[src/rtl/muldiv_pkg.sv]
// RV32M multiply-group constants, decoded-op bundle and shared decoder.
// Imported by sync_fifo users and the muldiv_issue_ctrl top.
package muldiv_pkg;

   localparam logic [6:0] OPC_OP     = 7'b0110011;
   localparam logic [6:0] F7_MULDIV  = 7'b0000001;
   localparam logic [2:0] F3_MUL     = 3'b000;
   localparam logic [2:0] F3_MULH    = 3'b001;
   localparam logic [2:0] F3_MULHSU  = 3'b010;
   localparam logic [2:0] F3_MULHU   = 3'b011;

   typedef struct packed {
      logic signed_a;
      logic signed_b;
      logic upper;
      logic legal;
   } dec_op_t;

   function automatic dec_op_t decode(input logic [31:0] instr);
      dec_op_t    d;
      logic [2:0] f3;
      f3 = instr[14:12];
      d.legal    = (instr[6:0] == OPC_OP) &&
                   (instr[31:25] == F7_MULDIV) && !f3[2];
      d.signed_a = (f3 == F3_MULH) || (f3 == F3_MULHSU);
      d.signed_b = (f3 == F3_MULH);
      d.upper    = (f3 == F3_MULH) || (f3 == F3_MULHSU) ||
                   (f3 == F3_MULHU);
      return d;
   endfunction

endpackage

[src/rtl/muldiv_issue_ctrl_fifo.sv]
// Synchronous FIFO with wrapping pointers and separate occupancy count.
// Callers never push when full or pop when empty.
module sync_fifo #(
   parameter int W     = 8,
   parameter int DEPTH = 8
) (
   input  logic                     clk,
   input  logic                     rst,
   input  logic                     push,
   input  logic [W-1:0]             wdata,
   input  logic                     pop,
   output logic [W-1:0]             rdata,
   output logic [$clog2(DEPTH):0]   count
);

   localparam int AW = $clog2(DEPTH);

   logic [W-1:0]  mem [DEPTH];
   logic [AW-1:0] wr_ptr;
   logic [AW-1:0] rd_ptr;

   assign rdata = mem[rd_ptr];

   // Storage array; contents are don't-care until counted valid.
   always_ff @(posedge clk) begin
      if (push) mem[wr_ptr] <= wdata;
   end

   // Pointers and occupancy.
   always_ff @(posedge clk or posedge rst) begin
      if (rst) begin
         wr_ptr <= '0;
         rd_ptr <= '0;
         count  <= '0;
      end else begin
         if (push) wr_ptr <= wr_ptr + 1'b1;
         if (pop)  rd_ptr <= rd_ptr + 1'b1;
         case ({push, pop})
            2'b10:   count <= count + 1'b1;
            2'b01:   count <= count - 1'b1;
            default: count <= count;
         endcase
      end
   end

endmodule

[src/rtl/muldiv_issue_ctrl.sv]
// RV32M multiply issue front-end: decode, issue, in-order tagged responses.
// Optional macro MULDIV_RSP_BYPASS_EN: same-cycle result bypass to response.
module muldiv_issue_ctrl
   import muldiv_pkg::*;
#(
   parameter int TAG_W          = 4,
   parameter int DEPTH          = 8,
   parameter int MULT_PIPELINED = 1
) (
   input  logic             clk_i,
   input  logic             rst_i,
   input  logic             req_valid_i,
   output logic             req_ready_o,
   input  logic [31:0]      req_instr_i,
   input  logic [31:0]      req_rs1_i,
   input  logic [31:0]      req_rs2_i,
   input  logic [TAG_W-1:0] req_tag_i,
   output logic             rsp_valid_o,
   input  logic             rsp_ready_i,
   output logic [31:0]      rsp_result_o,
   output logic [TAG_W-1:0] rsp_tag_o,
   output logic             rsp_illegal_o,
   output logic             mult_en_o,
   output logic [31:0]      op_A_o,
   output logic [31:0]      op_B_o,
   output logic             signed_A_o,
   output logic             signed_B_o,
   output logic             upper_o,
   input  logic [31:0]      mult_result_i,
   input  logic             mult_done_i,
   output logic             err_o
);

   localparam int CW = $clog2(DEPTH) + 1;

   dec_op_t          dec;
   logic             req_fire;
   logic             rsp_fire;
   logic [CW-1:0]    outstanding;
   logic [CW-1:0]    tag_cnt;
   logic [CW-1:0]    data_cnt;
   logic [TAG_W:0]   tag_head;
   logic [31:0]      data_head;
   logic             head_ill;
   logic             tag_ne;
   logic             data_ne;
   logic             done_ok;
   logic             byp;
   logic             data_push;
   logic             data_pop;
   logic             issue_ok;

   assign dec      = decode(req_instr_i);
   assign head_ill = tag_head[0];
   assign tag_ne   = (tag_cnt != '0);
   assign data_ne  = (data_cnt != '0);
   assign done_ok  = mult_done_i && (outstanding != '0);

   // Non-pipelined multiplier: hold off while an op is queued or in flight.
   assign issue_ok = (MULT_PIPELINED != 0) ||
                     ((outstanding == '0) && !mult_en_o);
   assign req_ready_o = !rst_i && (tag_cnt < CW'(DEPTH)) && issue_ok;
   assign req_fire    = req_valid_i && req_ready_o;

`ifdef MULDIV_RSP_BYPASS_EN
   assign byp = done_ok && tag_ne && !head_ill && !data_ne;
`else
   assign byp = 1'b0;
`endif

   assign rsp_valid_o = tag_ne && (head_ill || data_ne || byp);
   assign rsp_fire    = rsp_valid_o && rsp_ready_i;
   assign data_push   = done_ok && !(byp && rsp_ready_i);
   assign data_pop    = rsp_fire && !head_ill && !byp;

   // Response fields are forced to zero whenever no response is presented.
   always_comb begin
      rsp_result_o  = '0;
      rsp_tag_o     = '0;
      rsp_illegal_o = 1'b0;
      if (rsp_valid_o) begin
         rsp_tag_o     = tag_head[TAG_W:1];
         rsp_illegal_o = head_ill;
         if (!head_ill) rsp_result_o = byp ? mult_result_i : data_head;
      end
   end

   sync_fifo #(.W(TAG_W + 1), .DEPTH(DEPTH)) u_tag_fifo (
      .clk   (clk_i),
      .rst   (rst_i),
      .push  (req_fire),
      .wdata ({req_tag_i, !dec.legal}),
      .pop   (rsp_fire),
      .rdata (tag_head),
      .count (tag_cnt)
   );

   sync_fifo #(.W(32), .DEPTH(DEPTH)) u_data_fifo (
      .clk   (clk_i),
      .rst   (rst_i),
      .push  (data_push),
      .wdata (mult_result_i),
      .pop   (data_pop),
      .rdata (data_head),
      .count (data_cnt)
   );

   // Register operands/mode and fire a one-cycle issue pulse for legal ops.
   always_ff @(posedge clk_i or posedge rst_i) begin
      if (rst_i) begin
         mult_en_o  <= 1'b0;
         op_A_o     <= '0;
         op_B_o     <= '0;
         signed_A_o <= 1'b0;
         signed_B_o <= 1'b0;
         upper_o    <= 1'b0;
      end else begin
         mult_en_o <= req_fire && dec.legal;
         if (req_fire && dec.legal) begin
            op_A_o     <= req_rs1_i;
            op_B_o     <= req_rs2_i;
            signed_A_o <= dec.signed_a;
            signed_B_o <= dec.signed_b;
            upper_o    <= dec.upper;
         end
      end
   end

   // Track issued-but-unfinished ops; flag done pulses nobody asked for.
   always_ff @(posedge clk_i or posedge rst_i) begin
      if (rst_i) begin
         outstanding <= '0;
         err_o       <= 1'b0;
      end else begin
         case ({mult_en_o, done_ok})
            2'b10:   outstanding <= outstanding + 1'b1;
            2'b01:   outstanding <= outstanding - 1'b1;
            default: outstanding <= outstanding;
         endcase
         if (mult_done_i && (outstanding == '0)) err_o <= 1'b1;
      end
   end

endmodule
[config.mk]
export PLATFORM = sky130hd
export DESIGN_NAME = muldiv_issue_ctrl
export DESIGN_NICKNAME = d
export VERILOG_FILES = /design/src/rtl/muldiv_pkg.sv /design/src/rtl/muldiv_issue_ctrl_fifo.sv /design/src/rtl/muldiv_issue_ctrl.sv
export SDC_FILE = /design/constraint.sdc
export NUM_CORES = 1
export LEC_CHECK = 0
export ABC_AREA = 1
export ABC_CLOCK_PERIOD_IN_PS = 4000
export CORE_MARGIN = 2
export CORE_UTILIZATION = 54
export DETAILED_ROUTE_END_ITERATION = 12
export PLACE_DENSITY = 0.8
export SETUP_SLACK_MARGIN = 0.5
export SLEW_MARGIN = 20
export SYNTH_ARGS = -nofsm -noshare
export SYNTH_HDL_FRONTEND = slang
export SYNTH_SLANG_ARGS = --single-unit
[constraint.sdc]
create_clock -name clk_i -period 4 [get_ports clk_i]
set_input_delay 0.6 -clock clk_i [delete_from_list [all_inputs] [get_ports clk_i]]
set_output_delay 0.6 -clock clk_i [all_outputs]
set_load 0.1 [all_outputs]
Yosys cells after proc, flatten, opt, wreduce, memory -nomap -nowiden:

Memories as Yosys holds them, arrays and structs flattened.
Cells that the tools add are included.

* memory bits (writable): 296
* memories: 2
* bits in registers: 93

Memories
* u_data_fifo.mem: words 8, width 32, rd ports 1, clocked after Yosys merged registers in 0, write ports 1, RTL line muldiv_issue_ctrl_fifo.sv:18 `logic [W-1:0] mem [DEPTH];`
* u_tag_fifo.mem: words 8, width 5, rd ports 1, clocked after Yosys merged registers in 0, write ports 1, RTL line muldiv_issue_ctrl_fifo.sv:18

* $add $sub $neg: 10
* $lt $le $gt $ge: 1
* reduce and logical (&&, ||, !) cells: 24
* mux-type cells: 11
* eq/ne operators: 11

Operators with widths (count)
* 32-bit two-way mux: 2
* 4-bit case mux with 2 select lines: 3
* 3-bit by 1-bit adder with 3-bit output, second input constant: 4
* 4-bit by 1-bit adder with 4-bit output, second input constant: 3
* 4-bit nonzero test: 3
* 4-bit by 1-bit subtractor with 4-bit output, second input constant: 3
* 1-bit logical AND: 10
* 7-bit by 1-bit equality test with 1-bit output, second input constant: 1
* 7-bit by 6-bit equality test with 1-bit output, second input constant: 1
* 2-bit by 1-bit equality test with 1-bit output, second input constant: 3
* 2-bit equality test, second input constant: 3
* 3-bit by 2-bit equality test with 1-bit output, second input constant: 2
* 2-bit nonzero test: 3
* 1-bit two-way mux: 5
* 1-bit zero test: 4
* 4-bit zero test: 1
* 4-bit < comparator, second input constant: 1
* 4-bit two-way mux: 1
* 3-bit by 1-bit equality test with 1-bit output, second input constant: 1
* 1-bit logical OR: 3

Logic depth before layout (Yosys ltp):

Gate-level depths: netlist of the first run.

* depth after elaboration: 7
* depth in mapped cells: 18
* mapped depth without buffers: 17

Modules after synthesis:

From an unflattened synthesis of the first run, not the netlist that was laid out.

* cells, all modules: 1515
* area total of the unflattened synthesis: 16383.2 µm²

Modules (own cells, without submodules)
* sync_fifo at u_data_fifo: cells each 861, sequential area each 7937.6 µm², times used 1, area each 10630.2 µm²
* muldiv_issue_ctrl: cells each 456, sequential area each 1826.8 µm², times used 1, area each 3573.4 µm²
* sync_fifo at u_tag_fifo: cells each 198, sequential area each 1451.4 µm², times used 1, area each 2179.6 µm²

Least setup slack after synthesis of the first run:

No wires, ideal clock.

* path kind: input to register
* start point: input rst_i
* end point: register u_tag_fifo.count[3]
* required time: 3.877 ns
* buffers on the path: 0
* path slack: 0.669 ns
* cell stages on the path: 10
* arrival time: 3.208 ns
* cells stage by stage: nor2_1 nand2_1 ha_1 nand2_1 inv_1 nor2_1 nand2_1 o21ai_0 nand3_1 xor2_1

* longest elaborated chain between the ends: 5

RTL lines
* start, declared: RTL line muldiv_issue_ctrl.sv:11 `input logic rst_i,`
* 1-bit zero test (no line) *
* 1-bit logical AND *: RTL line muldiv_issue_ctrl.sv:62 `assign req_ready_o = !rst_i && (tag_cnt < CW'(DEPTH)) && issue_ok;`
* 1-bit logical AND *: RTL line muldiv_issue_ctrl.sv:63 `assign req_fire = req_valid_i && req_ready_o;`
* 2-bit by 1-bit equality test with 1-bit output / 2-bit equality test (equally long branches): RTL line muldiv_issue_ctrl_fifo.sv:38 `case ({push, pop})`
* 4-bit case mux with 2 select lines / 2-bit nonzero test (equally long branches)
* end signal, assigned: RTL line muldiv_issue_ctrl_fifo.sv:39 `2'b10: count <= count + 1'b1;`
* end signal, assigned: RTL line muldiv_issue_ctrl_fifo.sv:40 `2'b01: count <= count - 1'b1;`
* end signal, assigned: RTL line muldiv_issue_ctrl_fifo.sv:41 `default: count <= count;`
* end, declared: RTL line muldiv_issue_ctrl_fifo.sv:13 `output logic [$clog2(DEPTH):0] count`

Every way passes the cells marked *; elsewhere a longest branch is shown, timed or not.
A chain may end at the register's enable or synchronous reset.

Worst setup path after layout of the first run:

* start point: register u_data_fifo.rd_ptr[0]
* end point: output rsp_result_o[0]

* longest elaborated chain between the ends: 3

RTL lines
* start, declared: RTL line muldiv_issue_ctrl_fifo.sv:20 `logic [AW-1:0] rd_ptr;`
* start signal, assigned: RTL line muldiv_issue_ctrl_fifo.sv:37 `if (pop) rd_ptr <= rd_ptr + 1'b1;`
* memory 8 x 32 bit
* 32-bit two-way mux: RTL line muldiv_issue_ctrl.sv:84 `if (!head_ill) rsp_result_o = byp ? mult_result_i : data_head;`
* 32-bit two-way mux: RTL line muldiv_issue_ctrl.sv:81 `if (rsp_valid_o) begin`
* end, declared: RTL line muldiv_issue_ctrl.sv:20 `output logic [31:0] rsp_result_o,`

Every way passes these cells.

==> metrics.txt, run 1 <==
remaining routing DRC violations 0; fin area ~20,000 um^2; CTS Buffer Depth 3; unrepaired setup endpoints after global routing false; CTS tree yes; largest net degree at the start of global routing 70; via density per instance roughly 5.5; Layout fillers 2,005; Root Buffer clkbuf_16; total of max-cap violations 0; Slew Viols, Final 0; final global-route overflow total 0; VDD IR max approximately 0.00060 V; Mapped Cells ~1,400; Post-synth top cells 341 x nand2_1, 296 x edfxtp_1, 225 x nor2_1, 176 x o21ai_0, 93 x dfrtp_1; IO Count approximately 250; Starting Density 0.548; combinational fraction of design power 0.468; min cycle time layout around 3.3 ns; hold_buf cts 0; Die H between 150 and 200 um; Synth Cell Area roughly 16,000 um^2; Power Internal about 9.5 mW; synthesized area per cell around 11 um^2; initial drt markers 973; Async SR Flop Fraction 0.239; Synth area leader edfxtp_1; Post-synth EDFFs a little under 300; Setup crit start kind flop; main flop type after synthesis edfxtp_1; FMAX 301 MHz; Hold Vio Cnt, Final 0; Worst EP required about 3.4 ns; worst setup margin 0.679 ns; hpwl dp between 20 and 25 mm; cts bufs inserted 39; Leakage 7.83 nW; worst slew pin tran ~1.0 ns; worst-skew pair later-pin latency around 0.53 ns; largest family of logic cells by synthesized area simple AND/OR/NAND/NOR gates; CP arrival approximately 2.7 ns; part of the power in the clock network 0.218; number of I/O port buffers between 200 and 250; Slew HR 0.307; Sink Count roughly 390; run status finished, final reports clean; Synth cell types 29; top cell type's share of synthesized area 0.565; CTS H-tree lvls 2; Synth Area in Compound Gates 0.0860; Register Area ~11,000 um^2; dpl cell area 18,700 um^2; Placeable Area 28,700 um^2; Sw Share 0.435; worst hold path type reg2reg; total track usage 0.247; Pwr Total 16.8 mW; Pwr per Cell Area roughly 830 nW/um^2; ranking of synthesized cells by area edfxtp_1 56%, dfrtp_1 15%, nand2_1 8.1%; Final Setup Violations 0; xor and xnor area share after synthesis 0.00835; vias in the first global route 11,400; Worst Path Max Fanout 64; Post-Place Worst Slack 0.868 ns; critical path type reg2out; via count 11,100; nets roughly 1,800; mux share of post-synthesis cell area 0.00254; Synth Warn # 0; count leader, synth nand2_1; sequential-to-total area share from yosys stat 0.713; CP endpoint kind primary output; die span in x between 150 and 200 um; Row Count 62; die area ~31,000 um^2; total wire length 37.8 mm; Post-DRT Antenna Nets 0; DRT Pass-1 Iters 5; share of cells above drive strength 1 0.0871; Multi-input gate area ~4100 um^2; Period Utilization, post-route 0.830; Worst Clk Skew approximately 0.020 ns; post-synthesis register bit count about 390; Final Wtd Congestion roughly 0.85; first-pass GRT wire length approximately 59 mm; Post-Synth Simple-Gate Area 0.146; per-cell routed wire length 18.6 um; end-of-flow core utilization 0.701; Layout area overhead 27.8%; initial antenna violation count 3; Clock transition at path regs 0.06 ns; setup tns final 0 ns; Flop pwr share 0.314; Mapped Nets roughly 1,600; Synth Area in Adders 0.0116; Net Switching between 7 and 8 mW
[per-stage QoR]
stage,std cells,hold slack [ns]
finish,2039,0.476
global route,2039,0.499
CTS,2035,0.481
detailed placement,1964,0.464
global placement,1964,0.460
floorplan,1401,0.447
[critical path, stage by stage (launching register included)]
cell     delay, ns
dfrtp_4       0.64
inv_8         0.26
buf_12        0.30
nor2_1        0.06
o21ai_0       0.24
nand2_1       0.13
a21oi_1       0.31
buf_12        0.22
[layer usage]
metal	wire length, um	GRT usage	part of all wire	vias up
li1	-	-	-	5219
met4	1110	0.0885	0.029	4
met1	14200	0.289	0.38	5326
met3	3330	0.0659	0.088	92
met2	19200	0.440	0.51	504
met5	20	0	0.00053	-
[worst paths after layout]
path                                       start  depth (start not counted)               endpoint  slack, ns
min in group asynchronous                  rst_i                          2  u_data_fifo.rd_ptr[2]       0.60
setup reg to reg            u_tag_fifo.rd_ptr[0]                         17    u_tag_fifo.count[2]       1.07
setup / recovery           u_data_fifo.rd_ptr[0]                          7        rsp_result_o[0]       0.68
hold reg to reg                        op_B_o[7]                          2              op_B_o[7]       0.48
hold / removal                         op_B_o[7]                          2              op_B_o[7]       0.48
max in group asynchronous                  rst_i                          3             op_B_o[26]       2.62
[flip-flops by register name, summed over array words and instances, names as in the netlist]
name                flops
err_o                   1
u_tag_fifo.wr_ptr       3
signed_A_o              1
u_tag_fifo.rd_ptr       3
outstanding             4
u_tag_fifo.mem         40
upper_o                 1
u_data_fifo.mem       256
u_data_fifo.wr_ptr      3
u_tag_fifo.count        4
op_B_o                 32
u_data_fifo.count       4
u_data_fifo.rd_ptr      3
op_A_o                 32
signed_B_o              1
mult_en_o               1
[cells in the final DEF, fill, tap and decap left out, drive strengths merged, types with 13 or more instances in the layout]
cell             n
a21oi           52
clkbuf          54
ha              13
nand3           18
dfrtp           93
clkdlybuf4s50  189
nand2          341
nor2           225
edfxtp         296
buf             65
o21ai          205
inv             45
[final cells by class]
cell class                      count  area share
Tap cell                          384      0.0239
Clock inverter                     15     0.00809
Inverter                           47     0.00952
Timing Repair inverter              1    0.000249
Antenna cell                        1    0.000124
Timing Repair Buffer              254       0.142
Clock buffer                       54      0.0564
Multi-Input combinational cell    894       0.202
Sequential cell                   389       0.558
[what timing repair did]
item / 4_1_cts / 5_1_grt
gates resized for setup: 4 / 3
cloned: 1 / 0
pin swaps: 0 / 0
setup endpoints to repair: 32 / 36
setup buffers: 1 / 3
[cell families after synthesis]
kind of cell | Yosys count
buffers and inverters | 118
muxes | 4
xor gates and xnor gates | 15
and+or+nand+nor | 595
AOI/OAI and AO/OA | 266
adders and majority gates | 14
DFF | 389
[power by group through the flow]
stage | clock network, mW | registers [mW] | logic [mW]
finish | 3.65 | 5.26 | 7.85
global route | 3.89 | 5.30 | 8.34
CTS | 3.69 | 5.26 | 7.79
detailed placement | 0 | 5.40 | 7.60
global placement | 0 | 5.36 | 7.44
floorplan | 0 | 5.18 | 5.20
Note: power is estimated with default switching activity, not from simulation.
==> run 2, diff against run 1 <==
ABC_CLOCK_PERIOD_IN_PS = 3050   (was 4000)
CORE_UTILIZATION = 49   (was 54)
PLACE_DENSITY = 0.77   (was 0.8)
clock period = 3.05 ns   (was 4 ns; I/O delays follow)
==> metrics.txt, run 2 (synthesis gave the netlist of run 1 again) <==
run status finished, final reports clean; DRT Pass-1 Iters 7; hpwl dp roughly 22 mm; Starting Density 0.499; initial drt markers ~1,500; end-of-flow core utilization 0.696; commonest non-fill, non-tap cell in the layout nand2_1; largest net degree at the start of global routing 94; Post-Place Worst Slack ~0.44 ns; setup tns final 0 ns; Sink Count around 390; first-pass GRT wire length around 64 mm; IO Count approximately 250; Power Internal roughly 15 mW; total wire length 46.1 mm; worst setup margin ~0.25 ns; unrepaired setup endpoints after global routing true; worst slew pin tran roughly 0.68 ns; Worst Clk Skew approximately 0.027 ns; via count between 10,000 and 15,000; Slew HR 0.546; CP arrival between 2 and 2.5 ns; Die H about 180 um; Hold Vio Cnt, Final 0; number of I/O port buffers roughly 230; Placeable Area around 32,000 um^2; CTS H-tree lvls 2; Pwr per Cell Area around 1200 nW/um^2; total track usage 0.250; nets ~1,800; Leakage about 8.7 nW; share of cells above drive strength 1 0.215; cts bufs inserted 40; worst-skew pair later-pin latency between 0.5 and 0.6 ns; Largest regs u_data_fifo.mem: 256 flops, u_tag_fifo.mem: 40 flops; per-cell routed wire length 21.8 um; die span in x around 180 um; critical path type reg2out; max FFs per register approximately 260; Post-DRT Antenna Nets 0; total of max-cap violations 0; FMAX around 360 MHz; Final Setup Violations 0; Setup crit start kind flop; Layout fillers just under 2,000; Row Count 65; Clock transition at path regs 0.06 ns; via density per instance 5.65; remaining routing DRC violations 0; Period Utilization, post-route 0.917; initial antenna violation count 3; die area about 34,000 um^2; combinational fraction of design power 0.547; most frequent cells in the layout 330 x nand2_1, 296 x edfxtp_1, 191 x nor2_1, 125 x o21ai_0, 121 x clkdlybuf4s50_1; part of the power in the clock network 0.195; Sw Share 0.437; VDD IR max around 0.00097 V; slowest CP cell dfrtp_4; worst hold path type in2reg; Top reg by flops u_data_fifo.mem; final global-route overflow total 0; CTS Buffer Depth 3; min cycle time layout 2.80 ns; Slew Viols, Final 0; Final Wtd Congestion about 0.8; Root Buffer clkbuf_16; Worst EP required 2.59 ns; Net Switching approximately 11 mW; Layout area overhead 39.5%; CTS tree yes; worst hold slack between 0.4 and 0.5 ns; cells along the critical path buf_8 > buf_16 > buf_6 > o21ai_0 > o21ai_1 > nand2_1 > a21oi_4 > buf_12; vias in the first global route around 12,000; Worst Path Max Fanout 6; Flop pwr share 0.258; CP endpoint kind primary output; Critical Path Max Stage Delay ~0.44 ns
## run 2: final cells by class
cell class | count | area [um^2] | share of cell area
clock buffers | 54 | 1110 | 0.0506
diodes | 2 | 5.00 | 0.000228
well taps | 402 | 503 | 0.0229
repair buffers | 313 | 3970 | 0.181
multi-input cells | 894 | 4660 | 0.212
repair inverters | 1 | 8.76 | 0.000399
inverters | 47 | 196 | 0.00895
flip-flops and latches | 389 | 11200 | 0.511
clock inverters | 18 | 269 | 0.0123
## run 2: final timing paths
kind	cells past startpoint	to	from	slack [ns]
worst max-delay path	8	rsp_result_o[1]	u_data_fifo.rd_ptr[0]	0.25
worst min-delay path	3	op_B_o[10]	req_rs2_i[10]	0.46
worst max register to register	16	u_tag_fifo.count[2]	u_tag_fifo.rd_ptr[0]	0.63
worst min register to register	2	op_A_o[12]	op_A_o[12]	0.48
max in group asynchronous	3	u_data_fifo.rd_ptr[0]	rst_i	2.06
min in group asynchronous	3	u_tag_fifo.wr_ptr[2]	rst_i	0.54
## run 2: what timing repair did
action	4_1_cts	5_1_grt
hold buffers	0	0
setup buffers	22	5
gates cloned	12	15
resized for setup	103	132
pin swaps	8	60
endpoints found under the setup margin	39	41
## run 2: metal layers
metal / track usage / up-vias / part of all wire
li1: - / 5346 / -
met4: 0.0899 / 0 / 0.041
met1: 0.307 / 5722 / 0.35
met3: 0.0560 / 140 / 0.11
met2: 0.437 / 779 / 0.51
met5: 0 / - / 0
## run 2: per-stage QoR
step	power, mW	cells	area, um^2
2_1_floorplan	13.7	1401	15800
3_3_place_gp	17.3	1992	18900
3_5_place_dp	17.5	1992	18900
4_1_cts	24.7	2098	21200
5_1_grt	27.1	2120	22000
6_report	26.3	2120	22000
## run 2: power by group through the flow
| stage | Clock [mW] | Combinational, mW | Sequential [mW] |
|---|---|---|---|
| floorplan | 0 | 6.87 | 6.79 |
| global placement | 0 | 10.4 | 6.88 |
| detailed placement | 0 | 10.6 | 6.91 |
| CTS | 5.12 | 12.8 | 6.74 |
| global route | 5.40 | 14.9 | 6.83 |
| finish | 5.12 | 14.4 | 6.79 |
## run 2: critical path: cells and delay by family, from the launching register on
kind | cells | cell delay, ns
buf+inv | 4 | 0.60
simple gates | 1 | 0.15
compound gates | 3 | 0.59
flops | 1 | 0.44
==> run 3, diff against run 2 <==
ABC_AREA = 0   (was 1)
CORE_UTILIZATION = 48   (was 49)
PLACE_DENSITY = 0.75   (was 0.77)
==> metrics.txt, run 3 <==
run status finished, final reports clean; CP startpoint u_tag_fifo.rd_ptr[0]; Layout fillers approximately 2,000; VDD IR max roughly 0.001 V; sequential-to-total area share from yosys stat 0.722; Starting Density 0.490; setup tns final 0 ns; ranking of synthesized cells by area edfxtp_1 57%, dfrtp_1 15%, mux4_2 10%; hpwl dp 20.8 mm; remaining routing DRC violations 0; diode count 0; placed instance count roughly 1,400; via count between 8,000 and 9,000; fin area 21,300 um^2; worst setup margin 0.264 ns; total of max-cap violations 0; initial antenna violation count 0; die span in x 184 um; synthesized area per cell 19.3 um^2; first-pass GRT wire length around 52 mm; Final Non-Filler Cells 1,541; per-cell routed wire length 22.2 um; largest net degree at the start of global routing 42; CP arrival approximately 2.3 ns; worst slew pin tran 0.694 ns; Pwr Total 24.5 mW; Slew HR 0.537; max FFs per register 256; Post-synth top cells 296 x edfxtp_1, 93 x dfrtp_1, 72 x mux4_2, 57 x nor2_1, 42 x mux2i_1; end-of-flow core utilization 0.673; CTS tree yes; Largest regs u_data_fifo.mem: 256 flops, u_tag_fifo.mem: 40 flops; Root Buffer clkbuf_16; Post-Place Worst Slack approximately 0.3 ns; Final Setup Violations 0; Leakage just under 8 nW; unrepaired setup endpoints after global routing true; Synth Area in Compound Gates 0.0157; R2R Path Start u_tag_fifo.rd_ptr[0]; CTS H-tree lvls 2; Die H around 180 um; CP endpoint kind primary output; Mapped Cells 806; Clock transition at path regs approximately 0.06 ns; r2r setup slk 0.48 ns; most frequent cells in the layout 296 x edfxtp_1, 121 x clkdlybuf4s50_1, 110 x buf_4, 83 x dfrtp_1, 72 x mux4_2; nets 1,261; min cycle time layout around 2.8 ns; CTS Buffer Depth 3; Sink Count between 300 and 400; mux share of post-synthesis cell area 0.181; vias in the first global route roughly 9,100; dpl cell area 19,100 um^2; worst hold path type in2async; Top reg by flops u_data_fifo.mem; Period Utilization, post-route 0.913; Synth Cell Area 15,500 um^2; final global-route overflow total 0; Worst EP required roughly 2.6 ns; Async SR Flop Fraction 0.239; total wire length 34.2 mm; count leader, synth edfxtp_1; Setup crit start kind flop; Post-synth EDFFs between 200 and 300; Row Count 65; Mapped Nets between 900 and 1,000; die area between 30,000 and 40,000 um^2; Pwr per Cell Area 1150 nW/um^2; Synth area leader edfxtp_1; post-synthesis register bit count between 300 and 400; Slew Viols, Final 0; share of cells above drive strength 1 0.399; Worst Clk Skew 0.0234 ns; Post-Synth Simple-Gate Area 0.0429; top cell type's share of synthesized area 0.572; xor and xnor area share after synthesis 0.0101; FMAX ~360 MHz; Hold Vio Cnt, Final 0; Layout area overhead 37.4%; Final Wtd Congestion 0.755; Placeable Area 31,700 um^2; worst-skew pair later-pin latency ~0.52 ns; critical path type reg2out; Synth Area in Adders 0.0118; hold_buf cts 0; total track usage 0.202; via density per instance between 5 and 6; Post-DRT Antenna Nets 0; Worst Path Max Fanout 12; initial drt markers about 530; cts bufs inserted 41; DRT Pass-1 Iters 4; Synth Warn # 0; Synth cell types 53; worst hold slack between 0.4 and 0.5 ns; Register Area 11,200 um^2; commonest non-fill, non-tap cell in the layout edfxtp_1; IO Count about 250; number of I/O port buffers 229; largest family of logic cells by synthesized area multiplexers; main flop type after synthesis edfxtp_1; R2R cell count 14; Multi-input gate area slightly below 5000 um^2; R2R Path End u_tag_fifo.count[2]
==> run 3: worst max path at each step <==
stage / end / slack [ns] / cells past startpoint
after detailed placement: u_tag_fifo.count[2] / 0.30 / 12
after floorplan: rsp_result_o[0] / 0.15 / 5
after global placement: u_tag_fifo.count[2] / 0.33 / 12
after CTS: rsp_result_o[7] / 0.30 / 6
after global routing: rsp_tag_o[1] / 0.17 / 9
final: rsp_result_o[22] / 0.26 / 7
==> run 3: cell families (layout without fill, tap and decap cells) <==
| kind of cell | count (synthesis) | in the layout |
|---|---|---|
| flops | 389 | 389 |
| mux | 182 | 182 |
| simple gates | 124 | 124 |
| buf+inv | 45 | 378 |
| compound gates | 34 | 34 |
| xor+xnor | 18 | 18 |
| fa+ha+maj | 14 | 14 |
==> run 3: area by class of cell <==
type,count,share of cell area
Tap cell,402,0.0236
Clock buffer,48,0.0503
Multi-Input combinational cell,372,0.228
Clock inverter,24,0.0132
Timing Repair Buffer,298,0.157
Sequential cell,389,0.526
Inverter,8,0.00158
==> run 3: critical path: stages, from the launching register on <==
cell,delay [ns]
dfrtp_2,0.42
buf_4,0.15
mux2i_4,0.19
a22oi_2,0.25
a21bo_4,0.31
buf_12,0.23
nor2_4,0.07
buf_12,0.16
==> run 3: layer usage <==
metal / share of wire / wire length [um] / vias up / GRT usage
met5: 0 / 0 / - / 0
met4: 0.020 / 695 / 0 / 0.0602
met3: 0.065 / 2230 / 48 / 0.0493
met2: 0.52 / 17800 / 305 / 0.353
met1: 0.39 / 13500 / 4381 / 0.250
li1: - / - / 3794 / -
==> run 3: repair_timing <==
item | in CTS | in global routing
resized for setup | 68 | 39
buffers inserted | 16 | 8
gates cloned | 2 | 3
setup endpoints to repair | 41 | 43
pin swaps | 7 | 10
==> run 3: power by group <==
| part | total, mW | switching [mW] | internal, mW |
|---|---|---|---|
| registers | 6.98 | 0.514 | 6.46 |
| logic | 12.6 | 7.28 | 5.27 |
| clock network | 4.98 | 1.95 | 3.02 |
| total | 24.5 | 9.75 | 14.8 |
